$ cat src/rtl/rf2p_burst_reader_if.sv
// Bundles the command, RF read and output stream signals of the RF2P burst reader.
//   master : the burst reader itself (consumes commands/RF data, drives RF reads/stream)
//   slave  : the environment (command source, RF2P macro/model, downstream consumer)
// Signals:
//   i_cmd_valid/o_cmd_ready/i_cmd_base/i_cmd_len : burst command handshake
//   o_rf_read/o_rf_raddr/i_rf_rdata/i_rf_rvalid  : RF2P read port (1-cycle latency)
//   o_dat_valid/i_dat_ready/o_dat/o_dat_last     : output word stream
//   o_busy/o_done                                : status
interface rf2p_burst_reader_if #(
  parameter int DWD = 16,
  parameter int AWD = 6,
  parameter int LWD = AWD + 1
);
  logic           i_cmd_valid;
  logic           o_cmd_ready;
  logic [AWD-1:0] i_cmd_base;
  logic [LWD-1:0] i_cmd_len;
  logic           o_rf_read;
  logic [AWD-1:0] o_rf_raddr;
  logic [DWD-1:0] i_rf_rdata;
  logic           i_rf_rvalid;
  logic           o_dat_valid;
  logic           i_dat_ready;
  logic [DWD-1:0] o_dat;
  logic           o_dat_last;
  logic           o_busy;
  logic           o_done;

  modport master (
    input  i_cmd_valid, i_cmd_base, i_cmd_len, i_rf_rdata, i_rf_rvalid, i_dat_ready,
    output o_cmd_ready, o_rf_read, o_rf_raddr, o_dat_valid, o_dat, o_dat_last, o_busy, o_done
  );

  modport slave (
    output i_cmd_valid, i_cmd_base, i_cmd_len, i_rf_rdata, i_rf_rvalid, i_dat_ready,
    input  o_cmd_ready, o_rf_read, o_rf_raddr, o_dat_valid, o_dat, o_dat_last, o_busy, o_done
  );
endinterface

$ cat src/rtl/rf2p_burst_reader.sv
// Read-side initiator for a two-port register file. Accepts a burst command
// (base, len), issues sequential RF reads (address wraps modulo 2**AWD) and
// streams the returned words out over a valid/ready port with a last flag.
// A 2-entry output FIFO absorbs the fixed 1-cycle RF read latency; reads are
// only issued when the FIFO is guaranteed to have room for the returning word.
// Ports:
//   i_clk   : clock, rising edge
//   i_rst_n : asynchronous active-low reset
//   bus     : rf2p_burst_reader_if.master (command, RF read port, output stream, status)
module rf2p_burst_reader #(
  parameter int DWD = 16,
  parameter int AWD = 6,
  parameter int LWD = AWD + 1
) (
  input  logic                  i_clk,
  input  logic                  i_rst_n,
  rf2p_burst_reader_if.master   bus
);

  localparam logic [1:0] ST_IDLE  = 2'd0;
  localparam logic [1:0] ST_RUN   = 2'd1;
  localparam logic [1:0] ST_DRAIN = 2'd2;

  logic [1:0]     state;
  logic [AWD-1:0] addr;
  logic [LWD-1:0] remaining;
  logic           outstanding;
  logic           outstanding_last;
  logic [1:0]     fifo_count;
  logic [DWD-1:0] head_dat;
  logic           head_last;
  logic [DWD-1:0] tail_dat;
  logic           tail_last;
  logic           done;

  logic cmd_fire;
  logic pop;
  logic push;
  logic credit_ok;
  logic issue;
  logic last_issue;
  logic last_pop;

  assign cmd_fire = bus.i_cmd_valid && (state == ST_IDLE);
  assign pop      = (fifo_count != 2'd0) && bus.i_dat_ready;
  // Data arriving with no read in flight (e.g. just after reset) is dropped.
  assign push     = bus.i_rf_rvalid && outstanding;

  // Words held or in flight, minus the one leaving this cycle, must stay below
  // the FIFO depth so the returning word always has a slot.
  assign credit_ok  = ({1'b0, fifo_count} + {2'b00, outstanding}) < (3'd2 + {2'b00, pop});
  assign issue      = (state == ST_RUN) && (remaining != '0) && credit_ok;
  assign last_issue = issue && (remaining == LWD'(1));
  assign last_pop   = pop && head_last;

  assign bus.o_cmd_ready = (state == ST_IDLE);
  assign bus.o_rf_read   = issue;
  assign bus.o_rf_raddr  = addr;
  assign bus.o_dat_valid = (fifo_count != 2'd0);
  assign bus.o_dat       = head_dat;
  assign bus.o_dat_last  = head_last;
  assign bus.o_busy      = (state != ST_IDLE);
  assign bus.o_done      = done;

  // Burst sequencing: address/length bookkeeping and the IDLE/RUN/DRAIN flow.
  always_ff @(posedge i_clk or negedge i_rst_n) begin
    if (!i_rst_n) begin
      state     <= ST_IDLE;
      addr      <= '0;
      remaining <= '0;
      done      <= 1'b0;
    end else begin
      done <= (cmd_fire && (bus.i_cmd_len == '0)) || last_pop;
      case (state)
        ST_IDLE: begin
          if (cmd_fire && (bus.i_cmd_len != '0)) begin
            state     <= ST_RUN;
            addr      <= bus.i_cmd_base;
            remaining <= bus.i_cmd_len;
          end
        end
        ST_RUN: begin
          if (issue) begin
            addr      <= addr + AWD'(1);
            remaining <= remaining - LWD'(1);
            if (last_issue) state <= ST_DRAIN;
          end
        end
        ST_DRAIN: begin
          if (last_pop) state <= ST_IDLE;
        end
        default: state <= ST_IDLE;
      endcase
    end
  end

  // Single-cycle RF latency: the read issued now returns next cycle, and it
  // carries the last flag if it was the final read of the burst.
  always_ff @(posedge i_clk or negedge i_rst_n) begin
    if (!i_rst_n) begin
      outstanding      <= 1'b0;
      outstanding_last <= 1'b0;
    end else begin
      outstanding      <= issue;
      outstanding_last <= last_issue;
    end
  end

  // Two-entry FIFO with a registered head; the head only changes on a pop or
  // when a word lands in an empty FIFO, so it holds steady under backpressure.
  always_ff @(posedge i_clk or negedge i_rst_n) begin
    if (!i_rst_n) begin
      fifo_count <= 2'd0;
      head_dat   <= '0;
      head_last  <= 1'b0;
      tail_dat   <= '0;
      tail_last  <= 1'b0;
    end else begin
      case ({push, pop})
        2'b10: begin
          if (fifo_count == 2'd0) begin
            head_dat  <= bus.i_rf_rdata;
            head_last <= outstanding_last;
          end else begin
            tail_dat  <= bus.i_rf_rdata;
            tail_last <= outstanding_last;
          end
          fifo_count <= fifo_count + 2'd1;
        end
        2'b01: begin
          head_dat   <= tail_dat;
          head_last  <= tail_last;
          fifo_count <= fifo_count - 2'd1;
        end
        2'b11: begin
          if (fifo_count == 2'd1) begin
            head_dat  <= bus.i_rf_rdata;
            head_last <= outstanding_last;
          end else begin
            head_dat  <= tail_dat;
            head_last <= tail_last;
            tail_dat  <= bus.i_rf_rdata;
            tail_last <= outstanding_last;
          end
        end
        default: ;
      endcase
    end
  end

endmodule

$ cat src/flat_wrapper.sv
// flat-port wrapper written by rule: the top's interface ports become plain ports
module rf2p_burst_reader_flat 
#(
  parameter int DWD = 16,
  parameter int AWD = 6,
  parameter int LWD = AWD + 1
)
  (i_clk, i_rst_n, bus_i_cmd_valid, bus_i_cmd_base, bus_i_cmd_len, bus_i_rf_rdata, bus_i_rf_rvalid, bus_i_dat_ready, bus_o_cmd_ready, bus_o_rf_read, bus_o_rf_raddr, bus_o_dat_valid, bus_o_dat, bus_o_dat_last, bus_o_busy, bus_o_done);
  rf2p_burst_reader_if #(.DWD(DWD), .AWD(AWD), .LWD(LWD)) bus_i ();
  input  logic i_clk;
  input  logic i_rst_n;
  input wire logic [$bits(bus_i.i_cmd_valid)-1:0] bus_i_cmd_valid;
  input wire logic [$bits(bus_i.i_cmd_base)-1:0] bus_i_cmd_base;
  input wire logic [$bits(bus_i.i_cmd_len)-1:0] bus_i_cmd_len;
  input wire logic [$bits(bus_i.i_rf_rdata)-1:0] bus_i_rf_rdata;
  input wire logic [$bits(bus_i.i_rf_rvalid)-1:0] bus_i_rf_rvalid;
  input wire logic [$bits(bus_i.i_dat_ready)-1:0] bus_i_dat_ready;
  output wire logic [$bits(bus_i.o_cmd_ready)-1:0] bus_o_cmd_ready;
  output wire logic [$bits(bus_i.o_rf_read)-1:0] bus_o_rf_read;
  output wire logic [$bits(bus_i.o_rf_raddr)-1:0] bus_o_rf_raddr;
  output wire logic [$bits(bus_i.o_dat_valid)-1:0] bus_o_dat_valid;
  output wire logic [$bits(bus_i.o_dat)-1:0] bus_o_dat;
  output wire logic [$bits(bus_i.o_dat_last)-1:0] bus_o_dat_last;
  output wire logic [$bits(bus_i.o_busy)-1:0] bus_o_busy;
  output wire logic [$bits(bus_i.o_done)-1:0] bus_o_done;
  assign bus_i.i_cmd_valid = bus_i_cmd_valid;
  assign bus_i.i_cmd_base = bus_i_cmd_base;
  assign bus_i.i_cmd_len = bus_i_cmd_len;
  assign bus_i.i_rf_rdata = bus_i_rf_rdata;
  assign bus_i.i_rf_rvalid = bus_i_rf_rvalid;
  assign bus_i.i_dat_ready = bus_i_dat_ready;
  assign bus_o_cmd_ready = bus_i.o_cmd_ready;
  assign bus_o_rf_read = bus_i.o_rf_read;
  assign bus_o_rf_raddr = bus_i.o_rf_raddr;
  assign bus_o_dat_valid = bus_i.o_dat_valid;
  assign bus_o_dat = bus_i.o_dat;
  assign bus_o_dat_last = bus_i.o_dat_last;
  assign bus_o_busy = bus_i.o_busy;
  assign bus_o_done = bus_i.o_done;
  rf2p_burst_reader #(.DWD(DWD), .AWD(AWD), .LWD(LWD)) u_core (.i_clk(i_clk), .i_rst_n(i_rst_n), .bus(bus_i));
endmodule
$ cat config.mk
export PLATFORM = sky130hd
export DESIGN_NAME = rf2p_burst_reader_flat
export DESIGN_NICKNAME = d
export VERILOG_FILES = /design/src/rtl/rf2p_burst_reader_if.sv /design/src/rtl/rf2p_burst_reader.sv /design/src/flat_wrapper.sv
export SDC_FILE = /design/constraint.sdc
export NUM_CORES = 1
export LEC_CHECK = 0
export CAP_MARGIN = 20
export CORE_MARGIN = 3
export CORE_UTILIZATION = 50
export DETAILED_ROUTE_END_ITERATION = 8
export GPL_TIMING_DRIVEN = 0
export PLACE_DENSITY = 0.8
export SLEW_MARGIN = 20
export SYNTH_ARGS = -nofsm -noshare
export SYNTH_HDL_FRONTEND = slang
export SYNTH_SLANG_ARGS = --single-unit
$ cat constraint.sdc
create_clock -name i_clk -period 3 [get_ports i_clk]
set_input_delay 0.9 -clock i_clk [delete_from_list [all_inputs] [get_ports i_clk]]
set_output_delay 0.9 -clock i_clk [all_outputs]
set_load 0.01 [all_outputs]
Yosys cells after proc, flatten, opt, wreduce, memory -nomap -nowiden
Cells that the tools add are included.
{"block": "word_totals", "register_bits": 54, "elab_cells": 81, "input_bits": 34, "output_inout_bits": 28}
{"block": "op_classes", "addsub": 6, "order_cmp": 1, "muxes": 24, "n_reduce_logical": 25, "n_eq_ne": 14}
{"cell": "16-bit two-way mux", "count": 4}
{"cell": "16-bit case mux with 3 select lines", "count": 1}
{"cell": "16-bit case mux with 2 select lines", "count": 1}
{"cell": "7-bit two-way mux", "count": 2}
{"cell": "7-bit case mux with 2 select lines", "count": 1}
{"cell": "7-bit nonzero test", "count": 2}
{"cell": "6-bit two-way mux", "count": 2}
{"cell": "6-bit case mux with 2 select lines", "count": 1}
{"cell": "2-bit by 1-bit != test with 1-bit output (second input constant)", "count": 5}
{"cell": "2-bit nonzero test", "count": 5}
{"cell": "1-bit logical AND", "count": 9}
{"cell": "2-bit two-way mux", "count": 4}
{"cell": "7-bit by 1-bit == test with 1-bit output (second input constant)", "count": 1}
{"cell": "7-bit logical NOT", "count": 1}
{"cell": "7-bit by 1-bit subtractor with 7-bit output (second input constant)", "count": 1}
{"cell": "6-bit by 1-bit adder with 6-bit output (second input constant)", "count": 1}
{"cell": "2-bit by 1-bit == test with 1-bit output (second input constant)", "count": 3}
{"cell": "2-bit == test (second input constant)", "count": 3}
{"cell": "2-bit case mux with 3 select lines", "count": 1}
{"cell": "3-bit AND reduction", "count": 2}
{"cell": "2-bit logical NOT", "count": 2}
{"cell": "1-bit two-way mux", "count": 4}
{"cell": "2-bit != test (second input constant)", "count": 2}
{"cell": "2-bit case mux with 2 select lines", "count": 1}
{"cell": "11 further kinds", "count": 11}

Logic depth before layout (Yosys ltp)
Gate-level depths: netlist (run 1).
{"block": "logic_depth", "word_depth": 9, "depth_mapped": 12, "ltp_nobuf": 10}

Worst setup path before layout (run 1)
OpenSTA, ideal clock, no wires.
{"block": "synth_timing", "path_type": "input-to-output", "startpoint": "in bus_i_dat_ready", "endpoint": "out bus_o_rf_read", "path_slack_ns": 0.280, "arrival_ns": 1.820, "cell_stages": 3, "required_ns": 2.100, "n_path_buf": 0, "cell_sequence": "or3b_1 > a21o_2 > nor2_2"}
{"block": "synth_between", "elab_chain_len": 4}
{"item": "from (decl)", "line": "flat_wrapper.sv:17", "source": "input wire logic [$bits(bus_i.i_dat_ready)-1:0] bus_i_dat_ready;"}
{"item": "1-bit logical AND", "line": "rf2p_burst_reader.sv:45", "source": "assign pop = (fifo_count != 2'd0) && bus.i_dat_ready;"}
{"item": "2-bit by 1-bit adder with 3-bit output", "line": "rf2p_burst_reader.sv:51", "source": "assign credit_ok = ({1'b0, fifo_count} + {2'b00, outstanding}) < (3'd2 + {2'b00, pop});"}
{"item": "3-bit less-than comparator", "line": "rf2p_burst_reader.sv:51"}
{"item": "1-bit logical AND", "line": "rf2p_burst_reader.sv:52", "source": "assign issue = (state == ST_RUN) && (remaining != '0) && credit_ok;"}
{"item": "to (decl)", "line": "flat_wrapper.sv:19", "source": "output wire logic [$bits(bus_i.o_rf_read)-1:0] bus_o_rf_read;"}
No other way between the ends.

Worst setup path after layout (run 1)
Same ends and word-level chain as after synthesis.

==> results of run 1 <==
## cells by family (layout without fill, tap and decap cells)
group	after synthesis	after routing	synth area share [%]
flops	54	54	50.3
fa+ha+maj	10	10	4.66
compound gates	73	73	19.1
simple gates	76	76	13.8
buf+inv	22	94	3.49
xor+xnor	2	2	0.652
mux	19	19	8.06
## power groups by stage
| stage | clock network (mW) | logic, mW | registers, mW |
|---|---|---|---|
| 3_3_place_gp | 0 | 1.56 | 1.21 |
| 5_1_grt | 0.457 | 1.90 | 1.26 |
| 3_5_place_dp | 0 | 1.62 | 1.23 |
| 6_report | 0.414 | 1.73 | 1.22 |
| 4_1_cts | 0.421 | 1.74 | 1.22 |
| 2_1_floorplan | 0 | 0.966 | 1.25 |
## per-layer routing
layer  vias to the layer above  track usage, %
li1                       1068               -
met1                      1080            28.1
met2                        92            36.4
met3                         4            4.65
met4                         0            6.01
met5                         -               0
## worst min-delay path, stage by stage, from the launching register on
cell	delay, ps
dfrtp_1	360
nand2_1	40
o21ai_0	60
## cells in the final DEF, fill, tap and decap left out, types with 3 or more instances in the layout
cell type,synthesis,routed
nand2b_1,3,3
nor2_1,4,4
mux2_2,17,17
buf_4,0,4
buf_2,3,3
clkdlybuf4s50_1,0,58
o221ai_2,3,3
clkbuf_1,9,9
inv_1,9,9
o221ai_1,4,4
o21ai_0,20,20
a22oi_1,17,17
nor3_1,6,6
dfrtp_1,54,54
o211ai_1,7,7
nand3_1,9,9
a21oi_1,11,11
ha_1,10,10
clkbuf_8,0,5
nand2_1,39,39
## layout make-up
class | count | area, sq um
multi-input combinational | 180 | 1250
sequential | 54 | 1350
timing repair buffer | 64 | 631
fill | 425 | 1630
clock inverter | 3 | 23.8
clock buffer | 5 | 68.8
buffer | 13 | 60.1
tap | 70 | 87.6
inverter | 9 | 33.8
## flip-flops by register name, indices dropped and copies added (netlist names)
name	cells
u_core.remaining	7
u_core.bus.o_dat	16
u_core.outstanding	1
u_core.state	2
u_core.outstanding_last	1
u_core.bus.o_done	1
u_core.tail_dat	16
u_core.fifo_count	2
u_core.tail_last	1
u_core.bus.o_rf_raddr	6
u_core.bus.o_dat_last	1
## worst paths after layout
kind,startpoint,endpoint,slack [ps],cells after the start
worst max-delay path,bus_i_dat_ready,bus_o_rf_read,170,5
worst min-delay path,u_core.bus.o_dat[13]$_DFFE_PN0P_,u_core.bus.o_dat[13]$_DFFE_PN0P_,490,2
worst max register to register,u_core.fifo_count[0]$_DFFE_PN0P_,u_core.bus.o_dat[10]$_DFFE_PN0P_,570,12
worst min register to register,u_core.bus.o_dat[13]$_DFFE_PN0P_,u_core.bus.o_dat[13]$_DFFE_PN0P_,490,2
max in group asynchronous,i_rst_n,u_core.remaining[6]$_DFFE_PN0P_,1950,1
min in group asynchronous,i_rst_n,u_core.bus.o_dat[15]$_DFFE_PN0P_,620,1
## timing repair
action | 4_1_cts | 5_1_grt
endpoints found under the setup margin | 1 | 0
resized for setup | 8 | 0
buffers inserted | 3 | 0
## per-stage QoR
step                      util [%]  std cells  power (mW)  instance area [sq um]  TNS [ps]
after floorplan                  -        256        2.22                   2690         0
after global placement        65.8        387        2.78                   3380    -30560
after detailed placement      65.8        387        2.85                   3380     -1090
after CTS                     68.3        398        3.38                   3510         0
after global routing          68.3        398        3.62                   3510         0
final                         68.3        398        3.36                   3510         0
==> metrics.md, run 1 <==
| Metric | Value |
|---|---|
| Outcome | `complete, no violations` |
| Die Footprint | `0.00629 sq mm` |
| CTS tree | `done` |
| Worst path bufs/invs | `2` |
| Htree depth | `2` |
| Critical path cell sequence | `dlygate4sd2_1, or3b_1, a21o_4, nor2_4, buf_6` |
| Worst path required time | `about 2100 ps` |
| CTS buffer count | `5` |
| Core area | `around 0.005 sq mm` |
| Congestion Overflow GR | `0` |
| First-pass GRT wire length | `10700 um` |
| Worst-path clk slew | `110 ps` |
| Distinct cell type count after synthesis | `44` |
| Sequential area share after synthesis | `50.3%` |
| Met2 wire length | `3140 um` |
| Met3 wire length | `418 um` |
| Final #Nets | `between 300 and 400` |
| DR WL/cell | `15.8 um` |
| CP delay by family, top | `simple AND/OR/NAND/NOR gates` |
| Seq cells post-synth | `54` |
| Sink Count | `54` |
| Area growth from synthesis to layout | `30.6%` |
| Clock Path Buffers | `2` |
| Syn Inst Count | `256` |
| Syn_nets | `300` |
| CTS Hold Bufs | `0` |
| Tcrit/Tclk final | `94.4%` |
| DP HPWL | `4580 um` |
| Register share of total power | `36.3%` |
| Chip Height | `79.3 um` |
| Post-synth top area share | `roughly half` |
| RSZ-0062 raised after global routing | `false` |
| Vias per cell | `between 5 and 6` |
| Clock Latency Late Sink | `310 ps` |
| Clock skew | `10.5 ps` |
| Number of global-route vias before repair | `2270` |
| CP endpoint kind | `primary output` |
| Detail Route Antenna Nets | `0` |
| Startpoint types | `input pin` |
| N_diodes | `0` |
| Clock Tree Root | `clkbuf_8` |
| DRT iter0 DRCs | `between 100 and 150` |
| Internal power | `between 2 and 2.5 mW` |
| Crit-path max cell delay | `roughly 360 ps` |
| Critical Path AT | `slightly below 2000 ps` |
| Final hold slack | `489 ps` |
| Psw | `about 1.3 mW` |
| Total track usage | `21.6%` |
| Worst-path maximum fanout | `2` |
| Vias | `2244` |
| Combinational share of power | `51.4%` |
| Die extent in x | `79.3 um` |
| Slew at the pin closest to its max-slew limit | `649 ps` |
| Synth top area cells | `dfrtp_1, mux2_2, nand2_1` |
| Slew HR | `56.8%` |
| Synth async-reset ratio | `100%` |
| Final setup viols | `0` |
| Met1 WL | `2680 um` |
| Synth Flop Type | `dfrtp_1` |
| Switching part of the total | `38.2%` |
| Max Clk Rate | `353 MHz` |
| Synthesized area | `0.00269 sq mm` |
| Slowest-stage cell, CP | `or3b_1` |
| I/O Pins | `62` |
| Tmin final | `around 2800 ps` |
| Hold Path Class | `reg2reg` |
| Power Density | `957 mW/mm^2` |
| Final WS setup | `169 ps` |
| Final WL | `6290 um` |
| Top Metal Used | `met4` |
| Synth top cells by count | `dfrtp_1, nand2_1, o21ai_0, a22oi_1, mux2_2` |
| Drt pass-1 iters | `4` |
| Count of final hold-check violations | `0` |
| Largest vdd supply drop | `roughly 0.67 mV` |
| Rows | `26` |
| Post-synth EDFFs | `0` |
| Synth area leader | `dfrtp_1` |
| Final RePlAce weighted congestion | `0.863` |
| Largest net degree at the start of global routing | `between 50 and 60` |
| Leakage power | `1.49 nW` |
| Syn. warnings | `0` |
| Critical path class | `in2out` |
| Slew Viols, Final | `0` |
| Port bufs | `61` |
| Initial Utilization | `52.3%` |
| Initial antenna violation count | `0` |
| Most frequent cell after synthesis | `dfrtp_1` |
| Syn avg cell area | `~10 sq um` |
| Layout cells sized above 1 | `14.6%` |
| Pre-CTS WS | `-962 ps` |
| Clock power share | `12.3%` |
| Max Cap Viol | `0` |
| Drc violations | `0` |
(Power assumes the default switching activity.)
==> inputs of run 2 (changes only) <==
- CORE_MARGIN: 3 -> unset
- CORE_UTILIZATION: 50 -> 52
- CTS_BUF_LIST: unset -> sky130_fd_sc_hd__clkbuf_4
- PLACE_DENSITY: 0.8 -> 0.83
==> metrics.md, run 2 (same netlist as run 1, synthesis figures left out) <==
| Metric | Value |
|---|---|
| DR WL/cell | `15.1 um (was 15.8 um)` |
| Startpoint types | `register (was input pin)` |
| Pre-CTS WS | `-969 ps (was -962 ps)` |
| DRT iter0 DRCs | `118 (was 149)` |
| Clock skew | `25.9 ps (was 10.5 ps)` |
| Chip Height | `73.9 um (was 79.3 um)` |
| Final WL | `5950 um (was 6290 um)` |
| Outcome | `complete, no violations (unchanged)` |
| Critical path class | `reg2out (was in2out)` |
| Placed Instance Area | `0.00338 sq mm (about the same)` |
| Tcrit/Tclk final | `96.6% (was 94.4%)` |
| Footprint of the multi-input gates | `0.00125 sq mm (unchanged)` |
| Commonest non-fill, non-tap cells in the layout | `clkdlybuf4s50_1, dfrtp_1, nand2_1 (unchanged)` |
| Worst setup path startpoint | `u_core.fifo_count[0]$_DFFE_PN0P_ (was bus_i_dat_ready)` |
| Count of final hold-check violations | `0 (unchanged)` |
| Sequential cell area | `0.00135 sq mm (unchanged)` |
| RSZ-0062 raised after global routing | `false (unchanged)` |
| CTS Hold Bufs | `0 (unchanged)` |
| Area growth from synthesis to layout | `29.4% (was 30.6%)` |
| CTS tree | `done (unchanged)` |
| Layout filler cell count | `363 (was 425)` |
| Detail Route Antenna Nets | `0 (unchanged)` |
| Reg2Reg Launch Point | `u_core.fifo_count[0]$_DFFE_PN0P_ (unchanged)` |
| N_diodes | `0 (unchanged)` |
| Clock Latency Late Sink | `390 ps (was 310 ps)` |
| Tmin final | `2900 ps (was 2830 ps)` |
| Initial antenna violation count | `0 (unchanged)` |
| Final setup viols | `0 (unchanged)` |
| Number of global-route vias before repair | `2164 (was 2270)` |
| Leakage power | `1.49 nW (about the same)` |
| Hold Path Class | `reg2reg (unchanged)` |
| Final WS setup | `101 ps (was 169 ps)` |
| Slew Viols, Final | `0 (unchanged)` |
| Crit-path max cell delay | `440 ps (was 360 ps)` |
| Die extent in x | `73.9 um (was 79.3 um)` |
| Worst-path maximum fanout | `4 (was 2)` |
| Vias per cell | `5.70 (was 5.64)` |
| Critical Path AT | `2000 ps (was 1930 ps)` |
| Port bufs | `61 (unchanged)` |
| First-pass GRT wire length | `9920 um (was 10700 um)` |
| Final RePlAce weighted congestion | `0.861 (was 0.863)` |
| Rows | `25 (was 26)` |
| Largest vdd supply drop | `0.619 mV (was 0.666 mV)` |
| Congestion Overflow GR | `0 (unchanged)` |
| Most common cell after layout, fill and taps aside | `clkdlybuf4s50_1 (unchanged)` |
| Die Footprint | `0.00546 sq mm (was 0.00629 sq mm)` |
| DP HPWL | `4230 um (was 4580 um)` |
| Drc violations | `0 (unchanged)` |
| Slew at the pin closest to its max-slew limit | `655 ps (was 649 ps)` |
| Slowest-stage cell, CP | `dfrtp_1 (was or3b_1)` |
| CP endpoint kind | `primary output (unchanged)` |
| Max Clk Rate | `345 MHz (was 353 MHz)` |
| Slew HR | `56.3% (was 56.8%)` |
| Total track usage | `24.1% (was 21.6%)` |
| CTS buffer count | `5 (unchanged)` |
| Initial Utilization | `55.4% (was 52.3%)` |
| Worst hold start | `u_core.bus.o_dat[0]$_DFFE_PN0P_ (was u_core.bus.o_dat[13]$_DFFE_PN0P_)` |
| Final #Nets | `371 (unchanged)` |
| Finished Cell Area | `0.00348 sq mm (was 0.00351 sq mm)` |
| Vias | `2251 (was 2244)` |
| Worst-path clk slew | `160 ps (was 110 ps)` |
| Max Cap Viol | `0 (unchanged)` |
| Clock Path Buffers | `2 (unchanged)` |
| Power Density | `944 mW/mm^2 (was 957 mW/mm^2)` |
| Sink Count | `54 (unchanged)` |
| Core area | `0.00485 sq mm (was 0.00514 sq mm)` |
| Critical path cell sequence | `inv_1, ha_1, or3b_1, a21o_4, nor2_4, buf_6 (was dlygate4sd2_1, or3b_1, a21o_4, nor2_4, buf_6)` |
| Htree depth | `2 (unchanged)` |
| Layout cells sized above 1 | `14.6% (unchanged)` |
| Drt pass-1 iters | `4 (unchanged)` |
| Clock Tree Root | `clkbuf_4 (was clkbuf_8)` |
| Final hold slack | `502 ps (was 489 ps)` |
| Worst path required time | `2100 ps (about the same)` |
| Largest net degree at the start of global routing | `55 (unchanged)` |
| I/O Pins | `62 (unchanged)` |
[run 2: timing repair]
action | CTS | global route
endpoints found under the setup margin | 1 | 0
buffers inserted | 3 | 0
resized for setup | 8 | 0
[run 2: layout make-up]
type	count	share of cell area (%)
sequential	54	38.9
timing repair buffer	64	18.1
clock buffer	5	1.08
buffer	13	1.73
clock inverter	3	0.756
tap	67	2.41
inverter	9	0.972
multi-input combinational	180	36.0
[run 2: layer usage]
metal  part of all wire, %  wire (um)  vias up  track usage, %
met5                     0          0        -               0
met4                   2.0        120        0            9.40
met3                   5.4        319       11            3.16
met2                    49       2900       88            40.5
met1                    44       2610     1080            31.8
li1                      -          -     1072               -
[run 2: power breakdown]
part	internal, mW	switching [mW]	leakage, nW
clock	0.0996	0.244	0.0362
sequential	1.02	0.192	0.641
combinational	0.888	0.838	0.810
total	2.01	1.27	1.49
[run 2: metrics by stage]
stage          std cells  TNS [ps]  power, mW  utilization (%)
3_3_place_gp         384    -31010       2.77             69.7
6_report             395         0       3.28             71.7
5_1_grt              395         0       3.51             71.7
3_5_place_dp         384      -969       2.84             69.7
4_1_cts              395         0       3.29             71.7
2_1_floorplan        256         0       2.22                -
[run 2: path summary, 6_finish.rpt]
path                                                   end  slack [ps]  cells after the start
min                        u_core.bus.o_dat[0]$_DFFE_PN0P_         500                      2
max                                          bus_o_rf_read         100                      6
min reg2reg                u_core.bus.o_dat[0]$_DFFE_PN0P_         500                      2
max reg2reg                 u_core.tail_dat[4]$_DFFE_PN0P_         570                     10
max in group asynchronous   u_core.tail_dat[4]$_DFFE_PN0P_        2030                      1
min in group asynchronous  u_core.remaining[5]$_DFFE_PN0P_         520                      1
[run 2: worst max-delay path, delay by kind of cell, from the launching register on]
family | cells | cell delay [ps]
and+or+nand+nor | 2 | 520
DFF | 1 | 440
adders and majority gates | 1 | 250
AOI/OAI and AO/OA | 1 | 230
buffers and inverters | 2 | 180
